File: src/rtl/flash_responder.sv
// Avalon-MM pipelined read slave. Serves 32-bit words from a synchronous ROM and adds
// programmable wait states, a fixed read latency and a cap on outstanding reads.
module flash_responder #(
  parameter int ADDR_BITS   = 8,
  parameter int WAIT_CYCLES = 2,
  parameter int LATENCY     = 3,
  parameter int MAX_PENDING = 2
) (
  input  logic                                 clk,
  input  logic                                 reset,
  input  logic                                 flash_mem_read,
  input  logic [22:0]                          flash_mem_address,
  output logic                                 flash_mem_waitrequest,
  output logic [31:0]                          flash_mem_readdata,
  output logic                                 flash_mem_readdatavalid,
  output logic [ADDR_BITS-1:0]                 rom_address,
  input  logic [31:0]                          rom_q,
  output logic [$clog2(MAX_PENDING+1)-1:0]     pending_count
);
  localparam int PC_W  = $clog2(MAX_PENDING + 1);
  localparam int CNT_W = (WAIT_CYCLES < 2) ? 1 : $clog2(WAIT_CYCLES + 1);
  localparam int LAST  = LATENCY - 2;

  typedef enum logic [1:0] {IDLE, STALL, GRANT} state_t;

  state_t               state_q;
  logic [CNT_W-1:0]     cnt_q;
  logic                 wr_q;
  logic [PC_W-1:0]      pend_q;
  logic [ADDR_BITS-1:0] rom_addr_q;
  logic                 issue_q;
  logic [LAST:0]        vld_q;
  logic [31:0]          dat_q [LAST+1];
  logic                 accept;
  logic                 ret;
  logic                 room;

  assign accept = flash_mem_read && !wr_q;
  assign ret    = vld_q[LAST];
  // A return in the deciding cycle frees a slot before the granted accept can land.
  assign room   = (pend_q < PC_W'(MAX_PENDING)) || ret;

  always_ff @(posedge clk) begin
    if (reset) begin
      state_q <= IDLE;
      cnt_q   <= '0;
      wr_q    <= 1'b1;
    end else begin
      wr_q <= 1'b1;
      case (state_q)
        IDLE: begin
          if (flash_mem_read) begin
            if (WAIT_CYCLES > 0) begin
              state_q <= STALL;
              cnt_q   <= CNT_W'(WAIT_CYCLES);
            end else if (room) begin
              state_q <= GRANT;
              wr_q    <= 1'b0;
            end
          end
        end
        STALL: begin
          if (!flash_mem_read) begin
            state_q <= IDLE;
          end else if (cnt_q == CNT_W'(1)) begin
            if (room) begin
              state_q <= GRANT;
              wr_q    <= 1'b0;
            end
          end else begin
            cnt_q <= cnt_q - 1'b1;
          end
        end
        GRANT:   state_q <= IDLE;
        default: state_q <= IDLE;
      endcase
    end
  end

  always_ff @(posedge clk) begin
    if (reset) begin
      pend_q     <= '0;
      rom_addr_q <= '0;
      issue_q    <= 1'b0;
    end else begin
      issue_q <= accept;
      if (accept) rom_addr_q <= flash_mem_address[ADDR_BITS-1:0];
      case ({accept, ret})
        2'b10:   pend_q <= pend_q + 1'b1;
        2'b01:   pend_q <= pend_q - 1'b1;
        default: pend_q <= pend_q;
      endcase
    end
  end

  // Stage 0 captures rom_q the edge after the address register was loaded.
  always_ff @(posedge clk) begin
    if (reset) begin
      vld_q[0] <= 1'b0;
      dat_q[0] <= '0;
    end else begin
      vld_q[0] <= issue_q;
      if (issue_q) dat_q[0] <= rom_q;
    end
  end

  for (genvar gi = 1; gi <= LAST; gi++) begin : g_line
    always_ff @(posedge clk) begin
      if (reset) begin
        vld_q[gi] <= 1'b0;
        dat_q[gi] <= '0;
      end else begin
        vld_q[gi] <= vld_q[gi-1];
        if (vld_q[gi-1]) dat_q[gi] <= dat_q[gi-1];
      end
    end
  end

  if (ADDR_BITS < 23) begin : g_alias
    logic unused_upper_addr;
    assign unused_upper_addr = ^flash_mem_address[22:ADDR_BITS];
  end

  assign flash_mem_waitrequest   = wr_q;
  assign flash_mem_readdatavalid = vld_q[LAST];
  assign flash_mem_readdata      = dat_q[LAST];
  assign rom_address             = rom_addr_q;
  assign pending_count           = pend_q;
endmodule

File: config.mk
export PLATFORM = sky130hd
export DESIGN_NAME = flash_responder
export DESIGN_NICKNAME = d
export VERILOG_FILES = /design/src/rtl/flash_responder.sv
export SDC_FILE = /design/constraint.sdc
export NUM_CORES = 1
export LEC_CHECK = 0
export CORE_MARGIN = 5
export CORE_UTILIZATION = 45
export DETAILED_ROUTE_END_ITERATION = 16
export PLACE_DENSITY = 0.79
export SYNTH_ARGS = -nofsm -noshare
export SYNTH_HDL_FRONTEND = slang
export SYNTH_SLANG_ARGS = --single-unit
File: constraint.sdc
create_clock -name clk -period 2.4 [get_ports clk]
set_input_delay 0.6 -clock clk [delete_from_list [all_inputs] [get_ports clk]]
set_output_delay 0.6 -clock clk [all_outputs]
set_load 0.05 [all_outputs]
Yosys cells after proc, flatten, opt, wreduce, memory -nomap -nowiden
Memory sizes are Yosys's and may differ from the RTL's. Index checks and enable logic that the tools add are counted. W data, S select, Z words.

$add $sub $neg: 3. Order comparisons: 1. Equality and inequality tests: 9. Multiplexer cells: 21. Bitwise gates (word level): 5. Reductions and logical operators: 9.

Operators with widths (count): $mux W32 (2); $mux W2 (7); $pmux W2 S2 (3); $mux W1 (9); $eq A2 B1 Y1 const B (3); $ne A2 B2 Y1 const B (3); $ne A3 B3 Y1 const B (2); $reduce_and A4 Y1 (1); $reduce_bool A2 Y1 (2); $reduce_or A4 Y1 (1); $sub A2 B1 Y2 const B (2); $not A1 Y1 (3); $reduce_and A3 Y1 (1); $add A2 B1 Y2 const B (1); $eq A2 B2 Y1 const B (1); $logic_not A2 Y1 (1); $lt A2 B2 Y1 const B (1); $or A1 B1 Y1 (2); $logic_and A1 B1 Y1 (1); $logic_not A1 Y1 (1); $logic_or A1 B1 Y1 (1).

Flip-flop bits (word level): 18. Bits in writable memories: 64. Bits of input ports: 58. Output and inout bits: 44. Logic and storage cells: 57. Memories: 1.

Memories: dat_q (depth 2, bits a word 32, rd ports 2, clocked after Yosys merged registers in 0, write ports 2, RTL line 33) `logic [31:0] dat_q [LAST+1];`.

Logic depth before layout (Yosys ltp)
Gate-level depths: netlist of run 1.

Depth in word-level cells: 6. Depth in mapped cells: 7.

Least setup slack after synthesis of run 1
Ideal clock, no wire load.

Path kind: reg-to-reg. From: register wr_q, in the netlist flash_mem_waitrequest. To: register pend_q[1], in the netlist pending_count[1]. Arrival time: 1885 ps. Data required time: 2330 ps. Path slack: 444 ps. Stages on the path, launching flop included: 7. Path buffers: 1. Clock period less this slack: 1956 ps. Cells stage by stage: dfxtp_1 > and2b_2 > buf_6 > clkinv_1 > ha_1 > or3_1 > a21oi_1.

Longest elaborated chain between the ends: 4. Elaborated cells on any way between the ends: 6. Classes of those cells: eq/ne (2); mux (1); reduce/logical (3).

Ends and longest elaborated chain: from (decl) (RTL line 28) `logic wr_q;`; from (signal assigned) (RTL line 47) `wr_q <= 1'b1;`; from (signal assigned) (RTL line 49) `wr_q <= 1'b1;`; from (signal assigned) (RTL line 58) `wr_q <= 1'b0;`; $logic_not A1 Y1 * (RTL line 38) `assign accept = flash_mem_read && !wr_q;`; $logic_and A1 B1 Y1 * (RTL line 38); $eq A2 B1 Y1 / $eq A2 B2 Y1 (equally long branches) (RTL line 88) `case ({accept, ret})`; $pmux W2 S2 / $reduce_bool A2 Y1 (equally long branches); to (signal assigned) (RTL line 89) `2'b10: pend_q <= pend_q + 1'b1;`; to (signal assigned) (RTL line 90) `2'b01: pend_q <= pend_q - 1'b1;`; to (signal assigned) (RTL line 91) `default: pend_q <= pend_q;`; to (decl) (RTL line 29) `logic [PC_W-1:0] pend_q;`.

Mark *: on every way between the ends. The rest lies on a longest branch, timed or not. A chain may end at the register's enable or synchronous reset.

Worst setup path in the final report of run 1
From: register pend_q[0], in the netlist pending_count[0]. To: output pending_count[0].

RTL lines: to (decl) (RTL line 18) `output logic [$clog2(MAX_PENDING+1)-1:0] pending_count`.

No word-level cell between the ends.

==> flow_metrics.py, run 1 <==
metrics = {
    "status": {
        "run_status": "complete, no violations",
    },
    "critical_path": {
        "max_stage_delay_ps": 820,
        "worst-path-max-fanout": 3,
        "cp_num_cells": 1,
        "endpoint_kind": "output pin",
        "critPathKind": "flip-flop to output pin",
        "ff2ff_path_depth": 5,
        "critPathLaunchType": "flip-flop",
        "cp-endpoint": "pending_count[0]",
        "rr_startpoint": "flash_mem_waitrequest",
        "crit_start": "pending_count[0]",
        "r2r_slack_ps": 900,
        "cp_num_buf_inv": 1,
        "path_cells": "clkdlybuf4s50_1",
        "reg2reg_to": "pending_count[1]",
        "critPathTopFamily": "buffers and inverters",
        "arrival_ps": 1550,
        "cpMaxStageDelayCell": "clkdlybuf4s50_1",
        "required_ps": 1800,
    },
    "clock_network": {
        "clk_latency_ps": 340,
        "cts_root_buf": "clkbuf_8",
        "numCtsBuffers": 9,
        "cts_resized": 0,
        "clk_path_buf_depth": 2,
        "post_cts_buffers": 0,
        "cts_tree": "yes",
        "postCtsHoldBufs": 0,
        "clk_pin_slew_worst_paths_ps": 80,
        "cts_num_sinks": 82,
        "htreeDepth": 3,
    },
    "synthesis": {
        "synthFlopType": "edfxtp_1",
        "yosys.cell_types.count": 27,
        "synth_xor_area_frac": 0.00578,
        "synth_compound_area_frac": 0.0276,
        "synth_top_area_frac": 0.634,
        "synthCells": 209,
        "ys_async_sr_fraction": 0,
        "syn_avg_cell_area_um2": 14.5,
        "synth_edf_count": 64,
        "ys_warn_count": 0,
        "synth_top_family_by_area": "simple AND/OR/NAND/NOR gates",
        "yosys.area_share.simple": 0.187,
        "synth_mux_area_frac": 0,
        "synth_most_common_cell": "and2_1",
        "synthTopCellsByArea": "edfxtp_1 (63%), and2_1 (14%), dfxtp_1 (12%)",
        "synthTopCellsByCount": "and2_1 (66), edfxtp_1 (64), dfxtp_1 (18)",
        "syn_area_um2": 3030,
        "synthAdderAreaFrac": 0.00825,
        "syn_nets": 269,
        "ys_seq_area_frac": 0.752,
        "synth_seq_cells": 82,
        "yosys.area.top_type": "edfxtp_1",
    },
    "global_route": {
        "antenna_found_initial": 0,
        "grt_pass1_vias": 1757,
        "grt_max_degree": 34,
        "grt_pass1_wl_um": 8540,
        "grt-ovfl-total": 0,
        "grtUsageTotal": 0.133,
    },
    "power_and_ir_drop": {
        "intPower_mw": 2.27,
        "p_clk_frac": 0.387,
        "p_per_area_nw_per_um2": 693,
        "switching_power_uw": 648,
        "power_leakage_nw": 1.54,
        "max-vdd-ir-drop_uv": 331,
        "power.total_mw": 2.91,
        "p_comb_frac": 0.073,
        "p_sw_frac": 0.222,
        "p_seq_frac": 0.540,
    },
    "die": {
        "die_y_um": 92.1,
        "num_io_pins": 102,
        "rows": 30,
        "initial_core_util": 0.454,
        "die_area_um2": 8480,
        "core_um2": 6680,
        "die_w_um": 92.1,
    },
    "finish": {
        "stdcell_area_um2": 4210,
        "diodes": 0,
        "fin_nets": 360,
        "finalNonFillerCells": 385,
        "synthToLayoutAreaGrowth_pct": 38.7,
        "drive_gt1_frac": 0.0820,
    },
    "sta": {
        "setup_tns_ps": 0,
        "rsz0062_at_grt": "no",
        "finalSetupViolations": 0,
        "finalCritPeriodShare": 0.895,
        "drv_slew": 0,
        "slew_headroom": 0.350,
        "fin_skew_ps": 6.15,
        "fmax_mhz": 466,
        "layout_min_cycle_time_ps": 2150,
        "hold_violations": 0,
        "hold_slack_ps": 457,
        "worstMarginPinSlew_ps": 971,
    },
    "placed_design": {
        "io_buffers": 86,
        "gp_congestion": 0.665,
        "placedInstanceArea_um2": 3970,
        "hpwl_um": 3750,
        "dp_cells": 369,
    },
    "route": {
        "first_iter_violations": 58,
        "detail-route-antenna-nets": 0,
        "wl_per_cell_um": 13.9,
        "viasPerCell": 4.64,
        "drc": 0,
        "first_pass_iters": 4,
        "wirelength_um": 5340,
        "num_vias": 1786,
    },
    "flow_run": {
        "max_cap_viol_count": 0,
    },
    "hold_path": {
        "hold_class": "flip-flop to flip-flop",
    },
}
==> final cells by class <==
class	instances	area, um^2
clock buffers	9	124
clock inverters	7	110
fillers	530	2480
inverters	3	11.3
multi-input cells	115	694
flip-flops and latches	82	2280
well taps	80	100
repair buffers	89	883
==> cell families after synthesis <==
kind of cell | after synthesis
AO/OA/AOI/OAI | 15
XOR/XNOR | 2
adder cells (fa/ha/maj) | 2
buffers and inverters | 12
flip-flops | 82
AND/OR/NAND/NOR | 96
==> power by group through the flow <==
stage	clock [mW]	sequential, mW	combinational [mW]
2_1_floorplan	0	1.67	0.0309
3_3_place_gp	0	1.60	0.213
3_5_place_dp	0	1.61	0.216
4_1_cts	1.15	1.58	0.216
5_1_grt	1.22	1.58	0.225
6_report	1.13	1.57	0.213
==> tightest hold or removal path: stages (launching register included) <==
cell and delay (ps):
dfxtp_1 310, nand2_1 50, a21oi_1 50
==> worst min-delay path by stage <==
stage,start,end,slack [ps],cells after the start
after floorplan,state_q[0],cnt_q[1],430,1
after CTS,rom_address[7],rom_address[7],460,2
final,rom_address[7],rom_address[7],460,2
after global routing,rom_address[3],rom_address[3],480,2
after global placement,rom_address[3],rom_address[3],440,2
after detailed placement,rom_address[7],rom_address[7],450,2
==> routing by layer <==
layer,up-vias,global-route usage,part of all wire
met5,-,0,0
met3,11,0.0361,0.060
met1,827,0.143,0.38
li1,891,-,-
met2,57,0.238,0.53
met4,0,0.0705,0.024
==> stage by stage <==
stage | setup WS (ps) | util
after global routing | 203 | 0.629
after CTS | 227 | 0.629
after detailed placement | 53.7 | 0.594
after floorplan | 444 | -
final | 253 | 0.629
after global placement | 132 | 0.594
==> registers in the layout, indices dropped and copies added, names as in the netlist <==
register                 count
state_q                      2
cnt_q                        2
flash_mem_waitrequest        1
pending_count                2
flash_mem_readdatavalid      1
issue_q                      1
rom_address                  8
vld_q                        1
dat_q                       64
==> cells in the final DEF (no fill, tap or decap), types with 2 or more instances in the layout <==
| master | netlist | layout |
|---|---|---|
| bufinv_16 | 0 | 2 |
| a21oi_1 | 10 | 10 |
| or2_2 | 2 | 2 |
| inv_1 | 2 | 2 |
| clkdlybuf4s50_1 | 0 | 86 |
| buf_4 | 0 | 3 |
| and2_1 | 66 | 66 |
| nand2_1 | 17 | 17 |
| clkbuf_8 | 0 | 9 |
| o21ai_0 | 2 | 2 |
| inv_6 | 0 | 3 |
| edfxtp_1 | 64 | 64 |
| nor2b_2 | 2 | 2 |
| nor2_1 | 3 | 3 |
| ha_1 | 2 | 2 |
| dfxtp_1 | 18 | 18 |
Power figures use the tool's default switching activity.
==> run 2, diff against run 1 <==
CTS_CLUSTER_SIZE = 12   (was not set)
==> results of run 2 <==
The final DEF is identical to that of run 1; final timing and power are the same.
==> patch 1, RTL diff (config.mk and constraints of run 1) <==
Put one more register stage on the output `pending_count`, with the module's reset. The value now appears one clock later. The other outputs are not delayed to match.
--- a/src/rtl/flash_responder.sv
+++ b/src/rtl/flash_responder.sv
@@ -125,6 +125,12 @@
   assign flash_mem_readdatavalid = vld_q[LAST];
   assign flash_mem_readdata      = dat_q[LAST];
   assign rom_address             = rom_addr_q;
-  assign pending_count           = pend_q;
+  always_ff @(posedge clk) begin
+    if (reset) begin
+      pending_count <= '0;
+    end else begin
+      pending_count <= pend_q;
+    end
+  end
 endmodule
 
Check against the original RTL: not equivalent (a bounded check fails within 10 cycles, from zero or initial values and one cycle with reset high).
==> patch 1 against run 1 <==
  * Cell area rose by 0.30%
  * Global-route usage fell by 0.13 points
  * Count of clock-buffer cells in the layout rose by 3
  * Sequential power rose by 3%
  * Register-to-register slack got worse by 80 ps
  * Power fell by 5.8%
  * Sequential cell count rose by 2
  * Worst hold slack barely moved
  * Wire length fell by 3.1%
  * Cell count rose by 1.6%
  * Area after synthesis rose by 1.6%
  * Setup slack improved by 38 ps
  * Critical path type unchanged
  * Critical endpoint is now flash_mem_readdatavalid
==> patch 1: results (changes against run 1) <==
Setup path
  – Worst Path Arrival: 1510 ps (was 1550 ps)
  – Cell family with the largest share of critical-path delay: buffers and inverters (unchanged)
  – CP max FO: 3 (unchanged)
  – Max incr delay on CP: 810 ps
  – Critical path's slowest cell: clkdlybuf4s50_1 (unchanged)

GRT
  – Vias in the first global route: 1870 (was 1757)
  – Wire length of the first global-routing pass: 8560 um (was 8540 um)
  – Initial antenna violation count: 0 (unchanged)
  – GR Overflow Total: 0 (unchanged)
  – Largest net degree at the start of global routing: 34 (unchanged)
  – GRT Overall Usage: 13.2% (was 13.3%)

Timing
  – Setup Skew: 7.83 ps (was 6.15 ps)
  – Setup TNS: 0 ps (unchanged)
  – Max-slew headroom: 38.1% (was 35.0%)

Final layout
  – Top reg by flops: dat_q (unchanged)
  – Layout Nets: 366 (was 360)
  – Ant. Diodes: 0 (unchanged)
  – Max reg flops: 64 (unchanged)
  – Share of cells above drive strength 1: 7.40% (was 8.20%)

Clock network
  – CTS buffer count: 9 (unchanged)
  – Post-CTS Setup Bufs: 0 (unchanged)
  – Cts repair resizes: 0 (unchanged)
  – Bufs on Longest Clock Path: 2 (unchanged)
  – CTS root buf: clkbuf_8 (unchanged)
  – Worst skew pair latency: 340 ps (about the same)
  – CTS Hold Bufs: 0 (unchanged)
  – Clock slew at reported path FFs: 80 ps (about the same)
  – Max H-tree Level: 3 (unchanged)

Status
  – Outcome: finished clean (unchanged)

Route
  – Drt initial violations: 29 (was 58)
  – Via count: 1793 (was 1786)
  – Wire per inst: 13.2 um (was 13.9 um)
  – Drt pass-1 iters: 4 (unchanged)

Min path
  – Hold Path Class: flop to flop (unchanged)

Place
  – Post-DP HPWL: 3700 um (was 3750 um)
  – GP Congestion: 0.678 (was 0.665)
  – Place WS: 94.1 ps (was 53.7 ps)
  – Number of I/O port buffers: 86 (unchanged)

Synth
  – Most instantiated cells after synthesis: and2_1, edfxtp_1, dfxtp_1 (unchanged)
  – Top post-synthesis cells by area: edfxtp_1, and2_1, dfxtp_1 (unchanged)
  – Synth unique cells: 27 (unchanged)
  – Mapped Nets: 273 (was 269)
  – Asr flop ratio synth: 0% (unchanged)
  – Top cell type by total area after synthesis: edfxtp_1 (unchanged)
  – Yosys warns: 0 (unchanged)
  – Sequential fraction of the synthesis area: 75.4% (was 75.2%)
  – EDFF count, synth: 64 (unchanged)

Power and ir drop
  – Maximum vdd ir drop: 279 uV (was 331 uV)
  – Leakage: 1.55 nW (was 1.54 nW)
patch 1: changes by cell type after synthesis:
cell     delta
a21oi_1     -1
dfxtp_1     +2
nand2_1     +1
nor2b_1     +4
nor2b_2     -2
or3_1       -1
or4_1       +1
patch 1: metal layers:
metal  GRT usage (%)  up-vias  part of all wire (%)
met3            5.69        6                   8.1
met5               0        -                     0
met4            6.35        0                   1.5
li1                -      910                     -
met1            13.4      810                    38
met2            23.2       67                    52
patch 1: worst paths after layout:
check	startpoint	endpoint	slack, ps	depth (start not counted)
max reg2reg	flash_mem_waitrequest	pend_q[1]	820	5
min reg2reg	rom_address[3]	rom_address[3]	460	2
min	rom_address[3]	rom_address[3]	460	2
max	flash_mem_readdatavalid	flash_mem_readdatavalid	290	1
patch 1: stage by stage:
step	std cells	instance area, um^2	power [mW]
after floorplan	213	3080	1.74
after global placement	375	4040	1.85
after detailed placement	375	4040	1.86
after CTS	391	4220	2.77
after global routing	391	4220	2.85
final	391	4220	2.75
patch 1: logic make-up (layout without fill, tap and decap cells):
group / Yosys count / in the layout / synth area share [%]
buf+inv: 12 / 110 / 1.83
fa+ha+maj: 2 / 2 / 0.812
simple gates: 99 / 99 / 18.8
flops: 84 / 84 / 75.4
compound gates: 14 / 14 / 2.56
xor+xnor: 2 / 2 / 0.569
patch 1: layout make-up:
type                       instances  area [um^2]
fill                             505         2500
sequential                        84         2320
timing repair buffer              91          898
multi-input combinational        117          707
clock buffer                      12          135
tap                               80          100
clock inverter                     4         43.8
inverter                           3         11.3
patch 1: where the power goes:
part / switching, mW / internal, mW
clock network: 0.449 / 0.476
logic: 0.115 / 0.0992
registers: 0.00992 / 1.60
==> patch 2, RTL diff (settings of run 1) <==
Made on the original files. The parameter `MAX_PENDING` goes from 2 to 4.
--- a/src/rtl/flash_responder.sv
+++ b/src/rtl/flash_responder.sv
@@ -4,7 +4,7 @@
   parameter int ADDR_BITS   = 8,
   parameter int WAIT_CYCLES = 2,
   parameter int LATENCY     = 3,
-  parameter int MAX_PENDING = 2
+  parameter int MAX_PENDING = 4
 ) (
   input  logic                                 clk,
   input  logic                                 reset,
Interface: changed (resized pending_count); port bits go from 102 to 103. The function was not compared with the original's and may differ.
==> patch 2 against run 1 <==
  * Register-to-register slack got worse by 230 ps
  * Via count grew 5.0%
  * Sequential cell count rose by 1
  * Setup slack worse by 16 ps
  * Wire length up 5.9%
  * Area after synthesis increased by 1.8%
  * Sequential share of layout area up 0.12 points
  * Clock skew about the same
  * Cell area rose by 0.65%
  * Largest cell class unchanged
  * Maximum frequency decreased by 0.76%
  * Highest routed layer unchanged
  * Power shrank 9.7%
==> patch 2: results (changes against run 1) <==
Status
  – Outcome: finished clean (unchanged)

Final layout
  – Top reg by flops: dat_q (unchanged)
  – Fillers: 521 (was 530)
  – Layout Nets: 375 (was 360)
  – Share of cells above drive strength 1: 7.84% (was 8.20%)
  – Max reg flops: 64 (unchanged)

Clock network
  – Clock slew at reported path FFs: 70 ps
  – Post-CTS Setup Bufs: 0 (unchanged)
  – Max H-tree Level: 3 (unchanged)
  – Cts repair resizes: 0 (unchanged)
  – Bufs on Longest Clock Path: 2 (unchanged)
  – CTS buffer count: 9 (unchanged)
  – CTS root buf: clkbuf_8 (unchanged)
  – Worst skew pair latency: 340 ps (about the same)

Min path
  – Hold Path Class: flop to flop (unchanged)

Route
  – DRC viols: 0 (unchanged)
  – Drt pass-1 iters: 4 (unchanged)
  – Final WL: 5650 um (was 5340 um)
  – Drt initial violations: 47 (was 58)
  – Via/cell ratio: 4.70 (was 4.64)

Place
  – GP Congestion: 0.692 (was 0.665)
  – Number of I/O port buffers: 87 (was 86)
  – Cell Area, Placed: 4070 um^2 (was 3970 um^2)
  – Post-DP HPWL: 4000 um (was 3750 um)

Power and ir drop
  – Switching Share: 22.3% (was 22.2%)
  – Maximum vdd ir drop: 254 uV (was 331 uV)
  – Leakage: 1.53 nW (was 1.54 nW)

GRT
  – Largest net degree at the start of global routing: 34 (unchanged)
  – Vias in the first global route: 1934 (was 1757)
  – GRT Overall Usage: 14.0% (was 13.3%)
  – Wire length of the first global-routing pass: 9210 um (was 8540 um)
  – Initial antenna violation count: 0 (unchanged)

Timing
  – Setup Skew: 5.97 ps (was 6.15 ps)
  – Least-Margin Pin Slew: 944 ps (was 971 ps)

Setup path
  – Worst Path Arrival: 2430 ps (was 1550 ps)
  – CP max FO: 2 (was 3)
  – Max incr delay on CP: 410 ps (was 820 ps)

Synth
  – Synth unique cells: 28 (was 27)
  – Top post-synthesis cells by area: edfxtp_1, and2_1, dfxtp_1 (unchanged)
  – EDFF count, synth: 64 (unchanged)
  – Mapped Nets: 279 (was 269)
  – Most instantiated cells after synthesis: and2_1, edfxtp_1, dfxtp_1, nand2_1, a21oi_1 (was and2_1, edfxtp_1, dfxtp_1)
  – Sequential fraction of the synthesis area: 74.6% (was 75.2%)
  – Leading cell type by number of instances after synthesis: and2_1 (unchanged)
  – Yosys warns: 0 (unchanged)
  – Ys flop type: edfxtp_1 (unchanged)
  – Asr flop ratio synth: 0% (unchanged)
==> patch 2: metal layers <==
metal	vias up	wire length [um]	track usage, %
li1	928	-	-
met1	883	2270	16.4
met2	54	2980	23.8
met3	11	304	4.55
met4	0	93	5.74
met5	-	0	0
==> patch 2: layout make-up <==
cell class,count,area [um^2],share of cell area (%)
multi-input combinational,120,724,17.1
inverter,6,22.5,0.532
tap,80,100,2.36
sequential,83,2300,54.4
clock buffer,10,128,3.02
timing repair buffer,94,923,21.8
clock inverter,6,32.5,0.769
==> patch 2: stage by stage <==
step | hold WS (ps) | worst slack (ps) | cells | power [mW]
finish | 453 | 236 | 399 | 2.63
detailed placement | 446 | -122 | 383 | 1.84
CTS | 457 | 223 | 399 | 2.66
global route | 474 | 153 | 399 | 2.74
global placement | 440 | -56.8 | 383 | 1.84
floorplan | 463 | 128 | 218 | 1.72
==> patch 2: worst paths after layout <==
check	startpoint	to	slack, ps	cells after the start
setup / recovery	flash_mem_read	pending_count[2]	240	9
hold / removal	rom_address[3]	rom_address[3]	450	2
setup reg to reg	flash_mem_waitrequest	pending_count[2]	670	8
hold reg to reg	rom_address[3]	rom_address[3]	450	2
==> patch 2: power groups by stage <==
stage / Combinational, mW / Sequential, mW / Clock (mW)
final: 0.217 / 1.59 / 0.824
after global routing: 0.229 / 1.60 / 0.910
after CTS: 0.220 / 1.59 / 0.847
after detailed placement: 0.219 / 1.63 / 0
after global placement: 0.216 / 1.62 / 0
after floorplan: 0.0313 / 1.69 / 0
==> patch 2: logic make-up after synthesis <==
logic type	share of synthesized area (%)
fa+ha+maj	1.46
buf+inv	2.03
flops	74.6
xor+xnor	0.568
compound gates	2.68
simple gates	18.7
==> patch 2: critical path, delay by kind of cell <==
| kind | cells | cell delay, ps |
|---|---|---|
| AO/OA/AOI/OAI | 1 | 140 |
| adder cells (fa/ha/maj) | 2 | 530 |
| buffers and inverters | 3 | 530 |
| AND/OR/NAND/NOR | 2 | 460 |
| XOR/XNOR | 1 | 170 |
